`src/rtl/operand_pkg.sv`:
```
// Shared types, opcode range constants and operand-count decode for the operand collector.
package operand_pkg;

    typedef enum logic [1:0] {
        ST_IDLE    = 2'd0,
        ST_COLLECT = 2'd1,
        ST_DONE    = 2'd2
    } state_t;

    // Opcode ranges, inclusive
    localparam int unsigned TWO_OP_LO   = 32'h04;  // 00100
    localparam int unsigned TWO_OP_HI   = 32'h0C;  // 01100
    localparam int unsigned ONE_OP_LO   = 32'h0D;  // 01101
    localparam int unsigned ONE_OP_HI   = 32'h13;  // 10011
    localparam int unsigned ONE_OP_EXCL = 32'h0E;  // 01110 has no operands
    localparam int unsigned THREE_OP_LO = 32'h14;  // 10100
    localparam int unsigned THREE_OP_HI = 32'h17;  // 10111

    // Number of operands an opcode needs, capped at the available slot count
    function automatic logic [2:0] decode_op_count(input int unsigned opc,
                                                   input int unsigned max_ops);
        int unsigned n;
        n = 0;
        if (opc >= TWO_OP_LO && opc <= TWO_OP_HI)
            n = 2;
        else if (opc >= ONE_OP_LO && opc <= ONE_OP_HI && opc != ONE_OP_EXCL)
            n = 1;
        else if (opc >= THREE_OP_LO && opc <= THREE_OP_HI)
            n = 3;
        if (n > max_ops)
            n = max_ops;
        return 3'(n);
    endfunction

endpackage

```
`src/rtl/opcount_decode.sv`:
```
// Combinational opcode -> operand-count decoder, saturated at MAX_OPS.
module opcount_decode
    import operand_pkg::*;
#(
    parameter int OP_W    = 5,
    parameter int MAX_OPS = 3
) (
    input  logic [OP_W-1:0] opcode_i,
    output logic [2:0]      count_o
);

    assign count_o = decode_op_count(32'(opcode_i), MAX_OPS);

endmodule

```
`src/rtl/operand_collector.sv`:
```
// Operand collector: latches an opcode, gathers its operands one per cycle
// and holds the completed bundle until the consumer accepts it.
module operand_collector
    import operand_pkg::*;
#(
    parameter int DATA_W  = 8,
    parameter int OP_W    = 5,
    parameter int MAX_OPS = 3
) (
    input  logic                      clk,
    input  logic                      rst,
    input  logic                      start,
    input  logic [OP_W-1:0]           opcode,
    input  logic                      load,
    input  logic [DATA_W-1:0]         din,
    input  logic                      flush,
    input  logic                      ops_ready,
    output logic [MAX_OPS*DATA_W-1:0] operands,
    output logic [2:0]                op_count,
    output logic                      ops_valid,
    output logic                      busy
);

    // Index only needs to address MAX_OPS slots
    localparam int IDX_W = (MAX_OPS > 1) ? $clog2(MAX_OPS) : 1;

    state_t             state_q;
    logic [IDX_W-1:0]   index_q;
    logic [2:0]         op_count_q;
    logic [DATA_W-1:0]  slot_q [MAX_OPS];
    logic               ops_valid_q;
    logic               busy_q;

    logic [2:0]         op_count_d;
    logic               accept_start;
    logic               last_load;

    opcount_decode #(
        .OP_W    (OP_W),
        .MAX_OPS (MAX_OPS)
    ) u_decode (
        .opcode_i (opcode),
        .count_o  (op_count_d)
    );

    // A new instruction is taken in IDLE, or in DONE when the bundle is consumed the same cycle
    assign accept_start = start && ((state_q == ST_IDLE) ||
                                    (state_q == ST_DONE && ops_ready));

    // The load landing in slot op_count-1 completes the bundle
    assign last_load = (index_q == IDX_W'(op_count_q - 3'd1));

    // Control FSM with slot storage and registered status outputs
    // NOTE: every state element here uses non-blocking assignment so all
    // registers update from the same pre-edge values regardless of statement order.
    always_ff @(posedge clk or posedge rst) begin
        if (rst) begin
            state_q     <= ST_IDLE;
            index_q     <= '0;
            op_count_q  <= '0;
            ops_valid_q <= 1'b0;
            busy_q      <= 1'b0;
            // NOTE: the slots are a handful of flops, not a RAM, so resetting
            // them is cheap and gives the required all-zero operands after reset.
            for (int k = 0; k < MAX_OPS; k++)
                slot_q[k] <= '0;
        end else if (flush) begin
            state_q     <= ST_IDLE;
            index_q     <= '0;
            op_count_q  <= '0;
            ops_valid_q <= 1'b0;
            busy_q      <= 1'b0;
            for (int k = 0; k < MAX_OPS; k++)
                slot_q[k] <= '0;
        end else if (accept_start) begin
            index_q    <= '0;
            op_count_q <= op_count_d;
            for (int k = 0; k < MAX_OPS; k++)
                slot_q[k] <= '0;
            if (op_count_d != 3'd0) begin
                state_q     <= ST_COLLECT;
                busy_q      <= 1'b1;
                ops_valid_q <= 1'b0;
            end else begin
                state_q     <= ST_DONE;
                busy_q      <= 1'b0;
                ops_valid_q <= 1'b1;
            end
        end else begin
            case (state_q)
                ST_COLLECT: begin
                    if (load) begin
                        slot_q[index_q] <= din;
                        if (last_load) begin
                            state_q     <= ST_DONE;
                            busy_q      <= 1'b0;
                            ops_valid_q <= 1'b1;
                        end else begin
                            index_q <= index_q + 1'b1;
                        end
                    end
                end
                ST_DONE: begin
                    if (ops_ready) begin
                        state_q     <= ST_IDLE;
                        ops_valid_q <= 1'b0;
                    end
                end
                default: begin
                end
            endcase
        end
    end

    // Pack the slots onto the output bus, slot k at bits [k*DATA_W +: DATA_W]
    always_comb begin
        operands = '0;
        for (int k = 0; k < MAX_OPS; k++)
            operands[k*DATA_W +: DATA_W] = slot_q[k];
    end

    assign op_count  = op_count_q;
    assign ops_valid = ops_valid_q;
    assign busy      = busy_q;

endmodule

```
`config.mk`:
```
export PLATFORM = sky130hd
export DESIGN_NAME = operand_collector
export DESIGN_NICKNAME = d
export VERILOG_FILES = /design/src/rtl/operand_pkg.sv /design/src/rtl/opcount_decode.sv /design/src/rtl/operand_collector.sv
export SDC_FILE = /design/constraint.sdc
export NUM_CORES = 1
export LEC_CHECK = 0
export CAP_MARGIN = 20
export CORE_ASPECT_RATIO = 0.75
export CORE_UTILIZATION = 35
export DETAILED_ROUTE_END_ITERATION = 8
export DONT_BUFFER_PORTS = 1
export PLACE_DENSITY_LB_ADDON = 0.1
export SYNTH_ARGS = -nofsm -noshare
export SYNTH_HDL_FRONTEND = slang
export SYNTH_SLANG_ARGS = --single-unit
```
`constraint.sdc`:
```
create_clock -name clk -period 3.5 [get_ports clk]
set_clock_uncertainty 0.2 [all_clocks]
set_input_delay 0.175 -clock clk [delete_from_list [all_inputs] [get_ports clk]]
set_output_delay 0.175 -clock clk [all_outputs]
set_load 0.03 [all_outputs]
```
## Word level (Yosys, flattened, before mapping)

Cells that the tools add are included.

| storage, ports and cells | value |
|---|---|
| bits in registers | 33 |
| output and inout bits | 29 |

| cells by class | value |
|---|---|
| $add $sub $neg | 2 |
| magnitude comparators | 9 |
| equal/unequal tests | 8 |
| mux-type cells | 38 |
| bitwise gates (word level) | 1 |
| reduce and logical (&&, ||, !) cells | 19 |

Operators by type and width:

| cell | number |
|---|---|
| two-way mux 24 bit | 4 |
| two-way mux 32 bit | 2 |
| > comparator 32 x 2 -> 1 bit, second input constant | 1 |
| bitwise mux 24 bit | 1 |
| two-way mux 2 bit | 12 |
| demux 8 bit (select 2 bit) | 1 |
| two-way mux 1 bit | 12 |
| != test 4 bit, second input constant | 3 |
| nonzero test 3 bit | 4 |
| <= comparator 5 bit, second input constant | 2 |
| two-way mux 3 bit | 3 |
| two-way mux 8 bit | 1 |
| logical AND 1 bit | 7 |
| AND reduction 3 bit | 2 |
| >= comparator 5 x 3 -> 1 bit, second input constant | 1 |
| >= comparator 5 x 4 -> 1 bit, second input constant | 1 |
| >= comparator 5 bit, second input constant | 1 |
| <= comparator 5 x 4 -> 1 bit, second input constant | 1 |
| != test 5 x 4 -> 1 bit, second input constant | 1 |
| one-hot mux 2 bit (2 select lines) | 1 |
| AND reduction 4 bit | 1 |
| nonzero test 4 bit | 1 |
| >= comparator 3 bit, second input constant | 1 |
| less-than comparator 3 x 1 -> 1 bit, second input constant | 1 |
| other kinds (12) | 12 |

## Logic depth before layout (Yosys ltp)

Gate-level depths: netlist of the first run.

| depth | value |
|---|---|
| depth after elaboration | 11 |
| gate-level depth with buffers | 8 |
| mapped depth without buffers | 6 |

## Modules after synthesis

Synthesis of the first run repeated with hierarchy kept, for this count alone.

| unflattened totals | value |
|---|---|
| cell total of the unflattened synthesis | 148 |
| area total of the unflattened synthesis | 1564.0 um^2 |

By module, submodules not included:

| module | times used | cells each | area each (um^2) | seq. area each (um^2) |
|---|---|---|---|---|
| operand_collector | 1 | 140 | 1515.2 | 800.8 |
| opcount_decode | 1 | 8 | 48.8 | 0.0 |

## Worst setup path after synthesis of the first run

OpenSTA, ideal clock, no wires.

| path | value |
|---|---|
| kind | reg-to-reg |
| start point | register state_q[1] |
| end point | register busy_q (netlist: busy) |
| library setup time | 0.077 ns |
| arrival time | 1.705 ns |
| required time | 3.223 ns |
| setup slack | 1.518 ns |
| cell stages (with the launch flop) | 8 |
| period minus slack after synthesis | 1.982 ns |
| path through | dfrtp_1 -> inv_1 -> ha_1 -> a21o_1 -> and2_4 -> buf_6 -> a311o_1 -> a21oi_1 |

| between the ends | value |
|---|---|
| cells in the longest elaborated chain, start to end | 6 |

Ends and longest elaborated chain:

| element | line | text |
|---|---|---|
| from (decl) | operand_collector.sv:27 | `state_t state_q;` |
| from (signal assigned) | operand_collector.sv:58 | `state_q <= ST_IDLE;` |
| from (signal assigned) | operand_collector.sv:68 | `state_q <= ST_IDLE;` |
| from (signal assigned) | operand_collector.sv:81 | `state_q <= ST_COLLECT;` |
| == test 2 bit | operand_collector.sv:48 | `(state_q == ST_DONE && ops_ready));` |
| logical AND 1 bit | operand_collector.sv:48 |  |
| logical OR 1 bit | operand_collector.sv:47 | `assign accept_start = start && ((state_q == ST_IDLE) \|\|` |
| logical AND 1 bit | operand_collector.sv:47 |  |
| nonzero test 3 bit (no source line) or two-way mux 1 bit (tied branches) | n/a |  |
| AND reduction 3 bit (no source line) or two-way mux 1 bit (tied branches) | n/a |  |
| to (signal assigned) | operand_collector.sv:62 | `busy_q <= 1'b0;` |
| to (signal assigned) | operand_collector.sv:72 | `busy_q <= 1'b0;` |
| to (signal assigned) | operand_collector.sv:82 | `busy_q <= 1'b1;` |
| to (decl) | operand_collector.sv:32 | `logic busy_q;` |

Several ways; a longest one is shown, not always the timed one.
A chain may end at the register's enable or synchronous reset.

## Final worst setup path of the first run

| path | value |
|---|---|
| start point | register state_q[1] |
| end point | register index_q[1] |

| between the ends | value |
|---|---|
| cells in the longest elaborated chain, start to end | 6 |

Ends and longest elaborated chain:

| element | line | text |
|---|---|---|
| == test 2 bit | operand_collector.sv:48 |  |
| logical AND 1 bit | operand_collector.sv:48 |  |
| logical OR 1 bit | operand_collector.sv:47 |  |
| logical AND 1 bit | operand_collector.sv:47 |  |
| != test 3 bit (no source line) (tied with other cells) | n/a |  |
| AND reduction 3 bit (no source line) or two-way mux 2 bit (tied branches) | n/a |  |
| to (signal assigned) | operand_collector.sv:99 | `index_q <= index_q + 1'b1;` |
| to (decl) | operand_collector.sv:28 | `logic [IDX_W-1:0] index_q;` |

Several ways; a longest one is shown, not always the timed one.

==> impl_results.html, run 1 <==
<table>
<tr><th>Metric</th><th>Value</th></tr>
<tr><th colspan="2">Run status</th></tr>
<tr><td>Result of the run</td><td>finished, final reports clean</td></tr>
<tr><th colspan="2">Setup path</th></tr>
<tr><td>Endpoint arrival time on the critical path</td><td>2.41 ns</td></tr>
<tr><td>Critical-path cell list</td><td>inv_1 -&gt; ha_1 -&gt; a21o_1 -&gt; and2_4 -&gt; or2_1 -&gt; a21oi_1</td></tr>
<tr><td>Source of the worst register-to-register timing path</td><td>state_q[1]$_DFFE_PP0P_</td></tr>
<tr><td>Slowest stage delay, CP</td><td>0.55 ns</td></tr>
<tr><td>Critical path endpoint category</td><td>register</td></tr>
<tr><td>Critical Setup Path Class</td><td>register to register</td></tr>
<tr><td>Largest fanout on the critical path</td><td>26</td></tr>
<tr><td>Worst Reg2Reg Path Length in Cells</td><td>6</td></tr>
<tr><td>Crit path max-delay cell type</td><td>sky130_fd_sc_hd__dfrtp_1</td></tr>
<tr><td>End of the worst register-to-register path</td><td>index_q[1]$_DFFE_PP0P_</td></tr>
<tr><td>Worst reg-to-reg setup slack</td><td>1.08 ns</td></tr>
<tr><td>Required @ worst endpoint</td><td>3.49 ns</td></tr>
<tr><td>Nature of the critical path startpoint</td><td>register</td></tr>
<tr><th colspan="2">Drt</th></tr>
<tr><td>Iter 0 DRT Violations</td><td>50</td></tr>
<tr><td>Sum of routed wire length over all layers</td><td>3.70 mm</td></tr>
<tr><td>Via count normalized by instance count</td><td>5.20</td></tr>
<tr><td>Antenna Violating Nets Remaining</td><td>0</td></tr>
<tr><td>Remaining design rule violation count</td><td>0</td></tr>
<tr><td>Via count</td><td>1150</td></tr>
<tr><td>Average wire length per cell after detail routing</td><td>16.7 um</td></tr>
<tr><td>Total iterations of the first detailed-routing run</td><td>4</td></tr>
<tr><th colspan="2">Clocking</th></tr>
<tr><td>Number of H-tree levels</td><td>2</td></tr>
<tr><td>Buffer count from post-CTS setup fixing</td><td>0</td></tr>
<tr><td>Clock tree from TritonCTS</td><td>done</td></tr>
<tr><td>Buffers from clock root to sink, at most</td><td>2</td></tr>
<tr><td>Clock-pin transition on the worst setup and hold timing paths</td><td>0.06 ns</td></tr>
<tr><td>Hold-fix buffer count after cts</td><td>16</td></tr>
<tr><td>Root buffer cell</td><td>sky130_fd_sc_hd__clkbuf_8</td></tr>
<tr><td>Clock latency reported for the late side of the worst-skew pair</td><td>0.28 ns</td></tr>
<tr><td>Post-CTS resize count</td><td>0</td></tr>
<tr><td>Number of clock sinks</td><td>31</td></tr>
<tr><td>Number of clock buffers inserted by TritonCTS</td><td>5</td></tr>
<tr><th colspan="2">Placed design</th></tr>
<tr><td>Detailed-placement wirelength estimate</td><td>2.55 mm</td></tr>
<tr><td>Port Buf Inserts</td><td>0</td></tr>
<tr><td>DP Worst Slack</td><td>1.10 ns</td></tr>
<tr><td>Post-place instance area</td><td>0.00162 mm2</td></tr>
<tr><td>Gpl congestion</td><td>0.762</td></tr>
<tr><td>Number of cells after detailed placement</td><td>197</td></tr>
<tr><th colspan="2">STA</th></tr>
<tr><td>Final Slew Violations</td><td>0</td></tr>
<tr><td>Minimum setup slack in the final design</td><td>1.08 ns</td></tr>
<tr><td>Shortest clock period the worst path allows after layout</td><td>2.42 ns</td></tr>
<tr><td>RSZ-0062 raised after global routing</td><td>no</td></tr>
<tr><td>Final total negative setup slack</td><td>0 ns</td></tr>
<tr><td>Final Hold Fails</td><td>0</td></tr>
<tr><td>Count of final setup violators</td><td>0</td></tr>
<tr><td>Final cycle utilization of the critical path</td><td>69.2%</td></tr>
<tr><td>Timing-limited maximum frequency</td><td>0.413 GHz</td></tr>
<tr><td>Slew of the pin with the lowest slew margin</td><td>0.920 ns</td></tr>
<tr><td>Slew Limit Headroom</td><td>38.6%</td></tr>
<tr><th colspan="2">Pwr</th></tr>
<tr><td>Portion of total power attributed to sequential cells</td><td>46.9%</td></tr>
<tr><td>Worst voltage drop across the vdd grid</td><td>0.221 mV</td></tr>
<tr><td>Final total power</td><td>0.874 mW</td></tr>
<tr><td>Power Dens Cells</td><td>466 mW/mm2</td></tr>
<tr><td>Fraction of power consumed by combinational cells</td><td>18.1%</td></tr>
<tr><td>Clock power frac</td><td>35.0%</td></tr>
<tr><td>P_sw</td><td>0.255 mW</td></tr>
<tr><td>Leak</td><td>0.978 nW</td></tr>
<tr><td>Design internal power</td><td>0.619 mW</td></tr>
<tr><td>Switching Share</td><td>29.2%</td></tr>
<tr><th colspan="2">Hold path</th></tr>
<tr><td>Worst min-delay path endpoint</td><td>busy$_DFFE_PP0P_</td></tr>
<tr><td>Instance count along the most critical hold path</td><td>3</td></tr>
<tr><td>Worst min-delay path startpoint</td><td>opcode[4]</td></tr>
<tr><td>Type of the most critical hold path</td><td>primary input to register</td></tr>
<tr><th colspan="2">Layout</th></tr>
<tr><td>Synthesis-to-finish area growth</td><td>17.3%</td></tr>
<tr><td>Post-Layout Cell Count</td><td>221</td></tr>
<tr><td>Layout Cell Area excl Fill</td><td>0.00188 mm2</td></tr>
<tr><td>Fill count</td><td>405</td></tr>
<tr><td>Antenna cell count</td><td>0</td></tr>
<tr><td>Share of layout cells above drive strength 1</td><td>6.63%</td></tr>
<tr><td>Number of nets in the layout</td><td>190</td></tr>
<tr><th colspan="2">Logic synthesis</th></tr>
<tr><td>Top flip-flop cell by instance count after synthesis</td><td>sky130_fd_sc_hd__dfrtp_1</td></tr>
<tr><td>Number of storage elements in the synthesis netlist</td><td>31</td></tr>
<tr><td>Number of enable flip-flop cells after synthesis</td><td>0</td></tr>
<tr><td>Netlist cell types</td><td>31</td></tr>
<tr><td>Syn Nets</td><td>173</td></tr>
<tr><td>Mean instance size in the synthesized netlist</td><td>10.8 um2</td></tr>
<tr><td>Top-count cell post-synth</td><td>sky130_fd_sc_hd__dfrtp_1</td></tr>
<tr><td>Proportion of synthesized flip-flops having asynchronous set or reset</td><td>100%</td></tr>
<tr><td>Post-synth design cell area</td><td>0.00160 mm2</td></tr>
<tr><td>Area fraction of the dominant cell type after synthesis</td><td>48.5%</td></tr>
<tr><td>Synthesis Warnings</td><td>0</td></tr>
<tr><td>Top cells by area, synth</td><td>sky130_fd_sc_hd__dfrtp_1 (49%), sky130_fd_sc_hd__mux2i_1 (16%), sky130_fd_sc_hd__nor2_1 (6.1%)</td></tr>
<tr><td>Post-synth top area cell</td><td>sky130_fd_sc_hd__dfrtp_1</td></tr>
<tr><td>Share of the yosys chip area belonging to registers</td><td>48.5%</td></tr>
<tr><td>Mapped Cells</td><td>148</td></tr>
<tr><td>Most frequent cells after synthesis</td><td>sky130_fd_sc_hd__dfrtp_1 (31), sky130_fd_sc_hd__nor2_1 (26), sky130_fd_sc_hd__mux2i_1 (25)</td></tr>
<tr><th colspan="2">Floorplanning</th></tr>
<tr><td># IOs</td><td>48</td></tr>
<tr><td>Area enclosed by the die boundary</td><td>0.00485 mm2</td></tr>
<tr><td>Die height</td><td>60.5 um</td></tr>
<tr><td>Cell Rows</td><td>20</td></tr>
<tr><td>Floorplan die width</td><td>80.1 um</td></tr>
<tr><td>Total core area</td><td>0.00420 mm2</td></tr>
<tr><td>Starting density of the core</td><td>38.0%</td></tr>
<tr><th colspan="2">Global route</th></tr>
<tr><td>Number of antenna violations at the first check in global routing</td><td>0</td></tr>
<tr><td>Overall routing resource usage</td><td>17.1%</td></tr>
<tr><td>Via count of the first global-routing pass</td><td>1183</td></tr>
<tr><td>Gr ovfl total</td><td>0</td></tr>
<tr><td>Maximum number of pins on one net before global-route repair</td><td>27</td></tr>
<tr><td>Global-route wire length before repair</td><td>6.04 mm</td></tr>
<tr><th colspan="2">Run</th></tr>
<tr><td>Number of max-capacitance violations reported</td><td>0</td></tr>
</table>
[worst max-delay path by stage]
stage	slack (ns)	startpoint	cells past startpoint	endpoint
3_5_place_dp	1.10	state_q[1]$_DFFE_PP0P_	5	operands[17]$_DFFE_PP0P_
2_1_floorplan	1.52	state_q[1]$_DFFE_PP0P_	7	busy$_DFFE_PP0P_
6_report	1.08	state_q[1]$_DFFE_PP0P_	6	index_q[1]$_DFFE_PP0P_
4_1_cts	1.10	state_q[1]$_DFFE_PP0P_	5	operands[3]$_DFFE_PP0P_
3_3_place_gp	1.22	state_q[1]$_DFFE_PP0P_	6	index_q[0]$_DFFE_PP0P_
5_1_grt	0.88	state_q[1]$_DFFE_PP0P_	6	operands[11]$_DFFE_PP0P_
[power by group through the flow]
stage	Clock (mW)	Combinational (mW)	Sequential (mW)
after floorplan	0	0.126	0.411
after global placement	0	0.127	0.415
after detailed placement	0	0.136	0.416
after CTS	0.314	0.157	0.410
after global routing	0.331	0.178	0.411
final	0.306	0.158	0.410
[per-stage QoR]
stage | util, % | hold slack, ns
floorplan | - | 0.0381
global placement | 38.4 | 0.0477
detailed placement | 38.4 | 0.0473
CTS | 44.6 | 0.0219
global route | 44.6 | 0.0691
finish | 44.6 | 0.0341
[kinds of logic after synthesis]
| kind of cell | after synthesis | synth area share [%] |
|---|---|---|
| flip-flops | 31 | 48.5 |
| other | 1 | 0.235 |
| XOR/XNOR | 1 | 1.02 |
| AND/OR/NAND/NOR | 48 | 14.8 |
| buffers and inverters | 16 | 5.87 |
| AO/OA/AOI/OAI | 19 | 8.30 |
| multiplexers | 26 | 16.6 |
| adder cells (fa/ha/maj) | 6 | 4.69 |
[critical path, delay by kind of cell, from the launching register on]
family,cells,cell delay [ns]
DFF,1,0.55
AOI/OAI and AO/OA,2,0.42
and+or+nand+nor,2,0.75
buffers and inverters,1,0.17
adders and majority gates,1,0.23
[metal layers]
layer	routed length [um]	global-route usage, %
met4	29	6.89
met1	1740	23.8
met3	274	6.17
met5	0	0
met2	1650	24.3
[final cells by class]
cell class                 instances  area, um2  area share, %
clock buffer                       8        100           5.34
inverter                           9       33.8           1.80
multi-input combinational        101        729           38.9
sequential                        31        776           41.4
tap                               55       68.8           3.67
timing repair buffer              17        168           8.94
[layout by cell type, fill, tap and decap left out]
master	synthesis	final
sky130_fd_sc_hd__clkbuf_1	2	1
sky130_fd_sc_hd__a311o_1	1	1
sky130_fd_sc_hd__and2_4	1	1
sky130_fd_sc_hd__conb_1	1	1
sky130_fd_sc_hd__buf_4	1	1
sky130_fd_sc_hd__a21oi_1	4	4
sky130_fd_sc_hd__mux2i_1	25	25
sky130_fd_sc_hd__a221oi_1	1	1
sky130_fd_sc_hd__clkbuf_8	0	7
sky130_fd_sc_hd__xnor2_2	1	1
sky130_fd_sc_hd__and3b_1	1	1
sky130_fd_sc_hd__nand2_1	4	4
sky130_fd_sc_hd__o21ai_0	4	4
sky130_fd_sc_hd__nor2_1	26	26
sky130_fd_sc_hd__a21o_1	1	1
sky130_fd_sc_hd__inv_1	9	9
sky130_fd_sc_hd__nand3_1	4	4
sky130_fd_sc_hd__ha_1	6	6
sky130_fd_sc_hd__a211oi_1	2	2
sky130_fd_sc_hd__nand4b_1	3	3
sky130_fd_sc_hd__dlygate4sd3_1	0	16
sky130_fd_sc_hd__nand2b_1	3	3
sky130_fd_sc_hd__dfrtp_1	31	31
sky130_fd_sc_hd__o21bai_1	1	1
sky130_fd_sc_hd__a2bb2oi_1	1	1
sky130_fd_sc_hd__or3_1	2	2
sky130_fd_sc_hd__nand3b_1	3	3
sky130_fd_sc_hd__a311oi_1	2	2
sky130_fd_sc_hd__or2_1	1	1
sky130_fd_sc_hd__o211a_1	1	1
sky130_fd_sc_hd__o31ai_1	1	1
sky130_fd_sc_hd__mux2_4	1	1
[state kept, by name (all words and copies together) (netlist names)]
name,count
operands,24
index_q,2
op_count,2
state_q,2
busy,1
Note: power is estimated with default switching activity, not from simulation.
==> run 2, diff against run 1 <==
- clock period: 3.5 -> 2.47 ns (I/O delays scaled with it)
==> impl_results.html, run 2 (synthesis results as in run 1) <==
<table>
<tr><th>Metric</th><th>Value</th></tr>
<tr><th colspan="2">Drt</th></tr>
<tr><td>Iter 0 DRT Violations</td><td>51</td></tr>
<tr><td>Antenna Violating Nets Remaining</td><td>0</td></tr>
<tr><td>Via count normalized by instance count</td><td>5.24</td></tr>
<tr><td>Total iterations of the first detailed-routing run</td><td>4</td></tr>
<tr><td>Remaining design rule violation count</td><td>0</td></tr>
<tr><td>Sum of routed wire length over all layers</td><td>3.62 mm</td></tr>
<tr><td>Average wire length per cell after detail routing</td><td>16.0 um</td></tr>
<tr><td>Via count</td><td>1184</td></tr>
<tr><th colspan="2">Floorplanning</th></tr>
<tr><td># IOs</td><td>48</td></tr>
<tr><td>Area enclosed by the die boundary</td><td>0.00485 mm2</td></tr>
<tr><td>Starting density of the core</td><td>38.0%</td></tr>
<tr><td>Floorplan die width</td><td>80.1 um</td></tr>
<tr><td>Cell Rows</td><td>20</td></tr>
<tr><td>Die height</td><td>60.5 um</td></tr>
<tr><td>Total core area</td><td>0.00420 mm2</td></tr>
<tr><th colspan="2">Pwr</th></tr>
<tr><td>Leak</td><td>1.00 nW</td></tr>
<tr><td>Power Dens Cells</td><td>651 mW/mm2</td></tr>
<tr><td>Worst voltage drop across the vdd grid</td><td>0.283 mV</td></tr>
<tr><th colspan="2">Setup path</th></tr>
<tr><td>Crit path max-delay family</td><td>buffers and inverters</td></tr>
<tr><td>Critical-path cell list</td><td>inv_1 -&gt; ha_1 -&gt; a21o_1 -&gt; and2_4 -&gt; a311o_1 -&gt; a21oi_2 -&gt; dlygate4sd3_1</td></tr>
<tr><td>Slowest stage delay, CP</td><td>0.55 ns</td></tr>
<tr><td>Required @ worst endpoint</td><td>2.49 ns</td></tr>
<tr><td>Critical Setup Path Class</td><td>register to register</td></tr>
<tr><td>Crit path max-delay cell type</td><td>sky130_fd_sc_hd__dlygate4sd3_1</td></tr>
<tr><td>Critical path endpoint category</td><td>register</td></tr>
<tr><td>Endpoint arrival time on the critical path</td><td>2.40 ns</td></tr>
<tr><td>Largest fanout on the critical path</td><td>12</td></tr>
<tr><td>Nature of the critical path startpoint</td><td>register</td></tr>
<tr><td>Number of buffer and inverter stages on the critical path</td><td>2</td></tr>
<tr><td>Worst reg-to-reg setup slack</td><td>0.09 ns</td></tr>
<tr><th colspan="2">Placed design</th></tr>
<tr><td>Port Buf Inserts</td><td>0</td></tr>
<tr><td>DP Worst Slack</td><td>0.244 ns</td></tr>
<tr><td>Gpl congestion</td><td>0.808</td></tr>
<tr><td>Number of cells after detailed placement</td><td>201</td></tr>
<tr><td>Detailed-placement wirelength estimate</td><td>2.48 mm</td></tr>
<tr><th colspan="2">Layout</th></tr>
<tr><td>Antenna cell count</td><td>0</td></tr>
<tr><td>Final core occ</td><td>45.7%</td></tr>
<tr><td>Fill count</td><td>409</td></tr>
<tr><td>Share of layout cells above drive strength 1</td><td>9.36%</td></tr>
<tr><td>Number of nets in the layout</td><td>195</td></tr>
<tr><td>Synthesis-to-finish area growth</td><td>20.0%</td></tr>
<tr><td>Leading cell type in the layout, fill and taps excluded</td><td>sky130_fd_sc_hd__dfrtp_1</td></tr>
<tr><td>Commonest cells after routing, fill and taps aside</td><td>sky130_fd_sc_hd__dfrtp_1 (31), sky130_fd_sc_hd__nor2_1 (26), sky130_fd_sc_hd__mux2i_1 (25), sky130_fd_sc_hd__dlygate4sd3_1 (17), sky130_fd_sc_hd__inv_1 (9)</td></tr>
<tr><td>Largest register FFs</td><td>24</td></tr>
<tr><td>Post-Layout Cell Count</td><td>226</td></tr>
<tr><th colspan="2">STA</th></tr>
<tr><td>Final cycle utilization of the critical path</td><td>96.4%</td></tr>
<tr><td>Timing-limited maximum frequency</td><td>0.420 GHz</td></tr>
<tr><td>Final Slew Violations</td><td>0</td></tr>
<tr><td>Count of final setup violators</td><td>0</td></tr>
<tr><td>Final Hold Fails</td><td>0</td></tr>
<tr><td>Slew of the pin with the lowest slew margin</td><td>0.875 ns</td></tr>
<tr><td>Hold WS</td><td>0.0308 ns</td></tr>
<tr><td>Minimum setup slack in the final design</td><td>0.0893 ns</td></tr>
<tr><td>Slew Limit Headroom</td><td>41.7%</td></tr>
<tr><td>Shortest clock period the worst path allows after layout</td><td>2.38 ns</td></tr>
<tr><th colspan="2">Clocking</th></tr>
<tr><td>Clock latency reported for the late side of the worst-skew pair</td><td>0.28 ns</td></tr>
<tr><td>Number of clock sinks</td><td>31</td></tr>
<tr><td>Number of clock buffers inserted by TritonCTS</td><td>5</td></tr>
<tr><td>Buffers from clock root to sink, at most</td><td>2</td></tr>
<tr><td>Number of H-tree levels</td><td>2</td></tr>
<tr><td>Clock tree from TritonCTS</td><td>done</td></tr>
<tr><td>Root buffer cell</td><td>sky130_fd_sc_hd__clkbuf_8</td></tr>
<tr><td>Buffer count from post-CTS setup fixing</td><td>0</td></tr>
<tr><td>Clock-pin transition on the worst setup and hold timing paths</td><td>0.07 ns</td></tr>
<tr><th colspan="2">Run</th></tr>
<tr><td>Number of max-capacitance violations reported</td><td>0</td></tr>
<tr><th colspan="2">Global route</th></tr>
<tr><td>Maximum number of pins on one net before global-route repair</td><td>32</td></tr>
<tr><td>Number of antenna violations at the first check in global routing</td><td>0</td></tr>
<tr><td>Via count of the first global-routing pass</td><td>1230</td></tr>
<tr><td>Gr ovfl total</td><td>0</td></tr>
<tr><td>Global-route wire length before repair</td><td>5.98 mm</td></tr>
<tr><td>Overall routing resource usage</td><td>17.0%</td></tr>
<tr><th colspan="2">Hold path</th></tr>
<tr><td>Type of the most critical hold path</td><td>primary input to register</td></tr>
<tr><th colspan="2">Run status</th></tr>
<tr><td>Result of the run</td><td>finished, final reports clean</td></tr>
</table>
## run 2: worst paths after layout
| path | startpoint | endpoint | depth (start not counted) |
|---|---|---|---|
| setup / recovery | state_q[1]$_DFFE_PP0P_ | busy$_DFFE_PP0P_ | 7 |
| hold / removal | ops_ready | state_q[1]$_DFFE_PP0P_ | 3 |
| setup reg to reg | state_q[1]$_DFFE_PP0P_ | busy$_DFFE_PP0P_ | 7 |
| hold reg to reg | state_q[0]$_DFFE_PP0P_ | state_q[0]$_DFFE_PP0P_ | 2 |
| max in group asynchronous | rst | operands[23]$_DFFE_PP0P_ | 3 |
| min in group asynchronous | rst | op_count[1]$_DFFE_PP0N_ | 3 |
## run 2: final cells by class
type	count	area (um2)	share of cell area, %
Tap cell	55	68.8	3.59
Timing Repair Buffer	22	208	10.8
Clock buffer	8	100	5.22
Multi-Input combinational cell	101	733	38.2
Sequential cell	31	776	40.4
Inverter	9	33.8	1.76
## run 2: where the power goes
group	internal (mW)	total (mW)	switching [mW]
combinational	0.108	0.247	0.140
clock	0.254	0.433	0.179
sequential	0.526	0.569	0.0428
## run 2: through the flow
step	cell area, um2	power (mW)	setup TNS, ns
final	1920	1.25	0
after global routing	1920	1.32	-0.0521
after CTS	1920	1.26	0
after detailed placement	1650	0.786	0
after global placement	1650	0.779	0
after floorplan	1600	0.761	0
## run 2: per-layer routing
metal	vias up	track usage, %	part of all wire (%)
met5	-	0	0
met4	0	7.14	0.88
met3	4	6.92	7.5
met2	39	26.1	46
met1	584	21.5	46
li1	557	-	-
## run 2: what timing repair did
item | CTS | global route
hold endpoints to repair | 62 | 0
hold buffers | 17 | 0
gates resized for setup | 0 | 1
endpoints found under the setup margin | 0 | 1
## run 2: worst register-to-register path: stages (launching register included)
cell                            delay (ns)
sky130_fd_sc_hd__dfrtp_1              0.39
sky130_fd_sc_hd__inv_1                0.11
sky130_fd_sc_hd__ha_1                 0.22
sky130_fd_sc_hd__a21o_1               0.18
sky130_fd_sc_hd__and2_4               0.20
sky130_fd_sc_hd__a311o_1              0.34
sky130_fd_sc_hd__a21oi_2              0.13
sky130_fd_sc_hd__dlygate4sd3_1        0.55
==> run 3, diff against run 2 <==
==> constraint.sdc (replaced) <==
create_clock -name clk -period 2.47 [get_ports clk]
set_clock_uncertainty 0.2 [all_clocks]
set_input_delay 0.3705 -clock clk [delete_from_list [all_inputs] [get_ports clk]]
set_output_delay 0.3705 -clock clk [all_outputs]
set_load 0.03 [all_outputs]
==> impl_results.html, run 3 (synthesis results as in run 1) <==
<table>
<tr><th>Metric</th><th>Value</th></tr>
<tr><th colspan="2">Layout</th></tr>
<tr><td>Synthesis-to-finish area growth</td><td>10.4%</td></tr>
<tr><td>Leading cell type in the layout, fill and taps excluded</td><td>sky130_fd_sc_hd__dfrtp_1</td></tr>
<tr><td>Largest register FFs</td><td>24</td></tr>
<tr><td>Final core occ</td><td>42.0%</td></tr>
<tr><td>Commonest cells after routing, fill and taps aside</td><td>sky130_fd_sc_hd__dfrtp_1 (31), sky130_fd_sc_hd__nor2_1 (26), sky130_fd_sc_hd__mux2i_1 (25), sky130_fd_sc_hd__inv_1 (9), sky130_fd_sc_hd__clkbuf_8 (7)</td></tr>
<tr><td>Share of layout cells above drive strength 1</td><td>9.62%</td></tr>
<tr><td>Fill count</td><td>416</td></tr>
<tr><td>Number of nets in the layout</td><td>180</td></tr>
<tr><td>Antenna cell count</td><td>0</td></tr>
<tr><th colspan="2">Setup path</th></tr>
<tr><td>Largest fanout on the critical path</td><td>26</td></tr>
<tr><td>Critical-path cell list</td><td>inv_1 -&gt; ha_1 -&gt; a21o_1 -&gt; and2_4 -&gt; or2_1 -&gt; nor2_1</td></tr>
<tr><td>Critical Setup Path Class</td><td>register to register</td></tr>
<tr><td>Required @ worst endpoint</td><td>2.39 ns</td></tr>
<tr><td>Number of buffer and inverter stages on the critical path</td><td>1</td></tr>
<tr><td>Crit path max-delay family</td><td>simple AND/OR/NAND/NOR gates</td></tr>
<tr><td>Worst reg-to-reg setup slack</td><td>0.23 ns</td></tr>
<tr><td>Crit path max-delay cell type</td><td>sky130_fd_sc_hd__or2_1</td></tr>
<tr><td>Slowest stage delay, CP</td><td>0.71 ns</td></tr>
<tr><td>Critical path endpoint category</td><td>register</td></tr>
<tr><td>Endpoint arrival time on the critical path</td><td>2.16 ns</td></tr>
<tr><td>Nature of the critical path startpoint</td><td>register</td></tr>
<tr><th colspan="2">Clocking</th></tr>
<tr><td>Root buffer cell</td><td>sky130_fd_sc_hd__clkbuf_8</td></tr>
<tr><td>Buffers from clock root to sink, at most</td><td>2</td></tr>
<tr><td>Number of H-tree levels</td><td>2</td></tr>
<tr><td>Clock tree from TritonCTS</td><td>done</td></tr>
<tr><td>Clock latency reported for the late side of the worst-skew pair</td><td>0.28 ns</td></tr>
<tr><td>Hold-fix buffer count after cts</td><td>2</td></tr>
<tr><td>Number of clock buffers inserted by TritonCTS</td><td>5</td></tr>
<tr><td>Buffer count from post-CTS setup fixing</td><td>0</td></tr>
<tr><td>Post-CTS resize count</td><td>0</td></tr>
<tr><td>Number of clock sinks</td><td>31</td></tr>
<tr><td>Clock-pin transition on the worst setup and hold timing paths</td><td>0.06 ns</td></tr>
<tr><th colspan="2">Floorplanning</th></tr>
<tr><td>Floorplan die width</td><td>80.1 um</td></tr>
<tr><td>Cell Rows</td><td>20</td></tr>
<tr><td># IOs</td><td>48</td></tr>
<tr><td>Die height</td><td>60.5 um</td></tr>
<tr><td>Area enclosed by the die boundary</td><td>0.00485 mm2</td></tr>
<tr><td>Starting density of the core</td><td>38.0%</td></tr>
<tr><td>Total core area</td><td>0.00420 mm2</td></tr>
<tr><th colspan="2">STA</th></tr>
<tr><td>Hold WS</td><td>0.0499 ns</td></tr>
<tr><td>Shortest clock period the worst path allows after layout</td><td>2.24 ns</td></tr>
<tr><td>Final Hold Fails</td><td>0</td></tr>
<tr><td>Final Slew Violations</td><td>0</td></tr>
<tr><td>Slew of the pin with the lowest slew margin</td><td>0.888 ns</td></tr>
<tr><td>RSZ-0062 raised after global routing</td><td>no</td></tr>
<tr><td>Final cycle utilization of the critical path</td><td>90.7%</td></tr>
<tr><td>Final total negative setup slack</td><td>0 ns</td></tr>
<tr><td>Slew Limit Headroom</td><td>40.8%</td></tr>
<tr><td>Count of final setup violators</td><td>0</td></tr>
<tr><td>Timing-limited maximum frequency</td><td>0.447 GHz</td></tr>
<tr><th colspan="2">Global route</th></tr>
<tr><td>Global-route wire length before repair</td><td>5.73 mm</td></tr>
<tr><td>Overall routing resource usage</td><td>16.3%</td></tr>
<tr><td>Gr ovfl total</td><td>0</td></tr>
<tr><td>Maximum number of pins on one net before global-route repair</td><td>32</td></tr>
<tr><td>Via count of the first global-routing pass</td><td>1152</td></tr>
<tr><td>Number of antenna violations at the first check in global routing</td><td>0</td></tr>
<tr><th colspan="2">Pwr</th></tr>
<tr><td>Worst voltage drop across the vdd grid</td><td>0.280 mV</td></tr>
<tr><td>Leak</td><td>0.935 nW</td></tr>
<tr><td>Final total power</td><td>1.21 mW</td></tr>
<tr><td>Power Dens Cells</td><td>686 mW/mm2</td></tr>
<tr><th colspan="2">Drt</th></tr>
<tr><td>Remaining design rule violation count</td><td>0</td></tr>
<tr><td>Via count normalized by instance count</td><td>5.31</td></tr>
<tr><td>Via count</td><td>1120</td></tr>
<tr><td>Total iterations of the first detailed-routing run</td><td>4</td></tr>
<tr><td>Sum of routed wire length over all layers</td><td>3.48 mm</td></tr>
<tr><td>Average wire length per cell after detail routing</td><td>16.5 um</td></tr>
<tr><td>Antenna Violating Nets Remaining</td><td>0</td></tr>
<tr><td>Iter 0 DRT Violations</td><td>53</td></tr>
<tr><th colspan="2">Placed design</th></tr>
<tr><td>Detailed-placement wirelength estimate</td><td>2.48 mm</td></tr>
<tr><td>Gpl congestion</td><td>0.808</td></tr>
<tr><td>Port Buf Inserts</td><td>0</td></tr>
<tr><th colspan="2">Run status</th></tr>
<tr><td>Result of the run</td><td>finished, final reports clean</td></tr>
<tr><th colspan="2">Run</th></tr>
<tr><td>Number of max-capacitance violations reported</td><td>0</td></tr>
<tr><th colspan="2">Hold path</th></tr>
<tr><td>Type of the most critical hold path</td><td>primary input to register</td></tr>
</table>
==> run 3: changes by cell type in the layout (fill, tap and decap cells not counted) <==
cell / previous run / this run
sky130_fd_sc_hd__a21oi_1: 3 / 4
sky130_fd_sc_hd__a21oi_2: 1 / 0
sky130_fd_sc_hd__dlygate4sd3_1: 17 / 2
==> run 3: worst paths after layout <==
kind | cells after the start | from | to
worst min-delay path | 2 | din[4] | operands[4]$_DFFE_PP0P_
worst min register to register | 2 | state_q[0]$_DFFE_PP0P_ | state_q[0]$_DFFE_PP0P_
worst max-delay path | 6 | state_q[0]$_DFFE_PP0P_ | operands[14]$_DFFE_PP0P_
worst max register to register | 6 | state_q[0]$_DFFE_PP0P_ | operands[14]$_DFFE_PP0P_
max in group asynchronous | 3 | rst | operands[23]$_DFFE_PP0P_
min in group asynchronous | 3 | rst | op_count[1]$_DFFE_PP0N_
==> run 3: final cells by class <==
cell class	count	area, um2	area share, %
Clock buffer	8	100	5.67
Inverter	9	33.8	1.91
Multi-Input combinational cell	101	729	41.3
Sequential cell	31	776	43.9
Tap cell	55	68.8	3.90
Timing Repair Buffer	7	57.6	3.26
==> run 3: per-layer routing <==
metal  track usage (%)  vias to the layer above  wire [um]
met5                 0                        -          0
met4              6.89                        0         40
met3              7.07                        5        301
met2              24.5                       43       1530
met1              20.8                      551       1600
li1                  -                      521          -
==> run 3: stage by stage <==
| step | setup slack [ns] | instance area (um2) | cells |
|---|---|---|---|
| floorplan | 0.488 | 1600 | 148 |
| global placement | 0.337 | 1650 | 201 |
| detailed placement | 0.244 | 1650 | 201 |
| CTS | 0.224 | 1770 | 211 |
| global route | 0.0104 | 1770 | 211 |
| finish | 0.231 | 1770 | 211 |
==> run 3: where the power goes <==
group          switching, mW  internal (mW)
Clock                  0.177          0.254
Combinational          0.127         0.0843
Sequential            0.0432          0.526
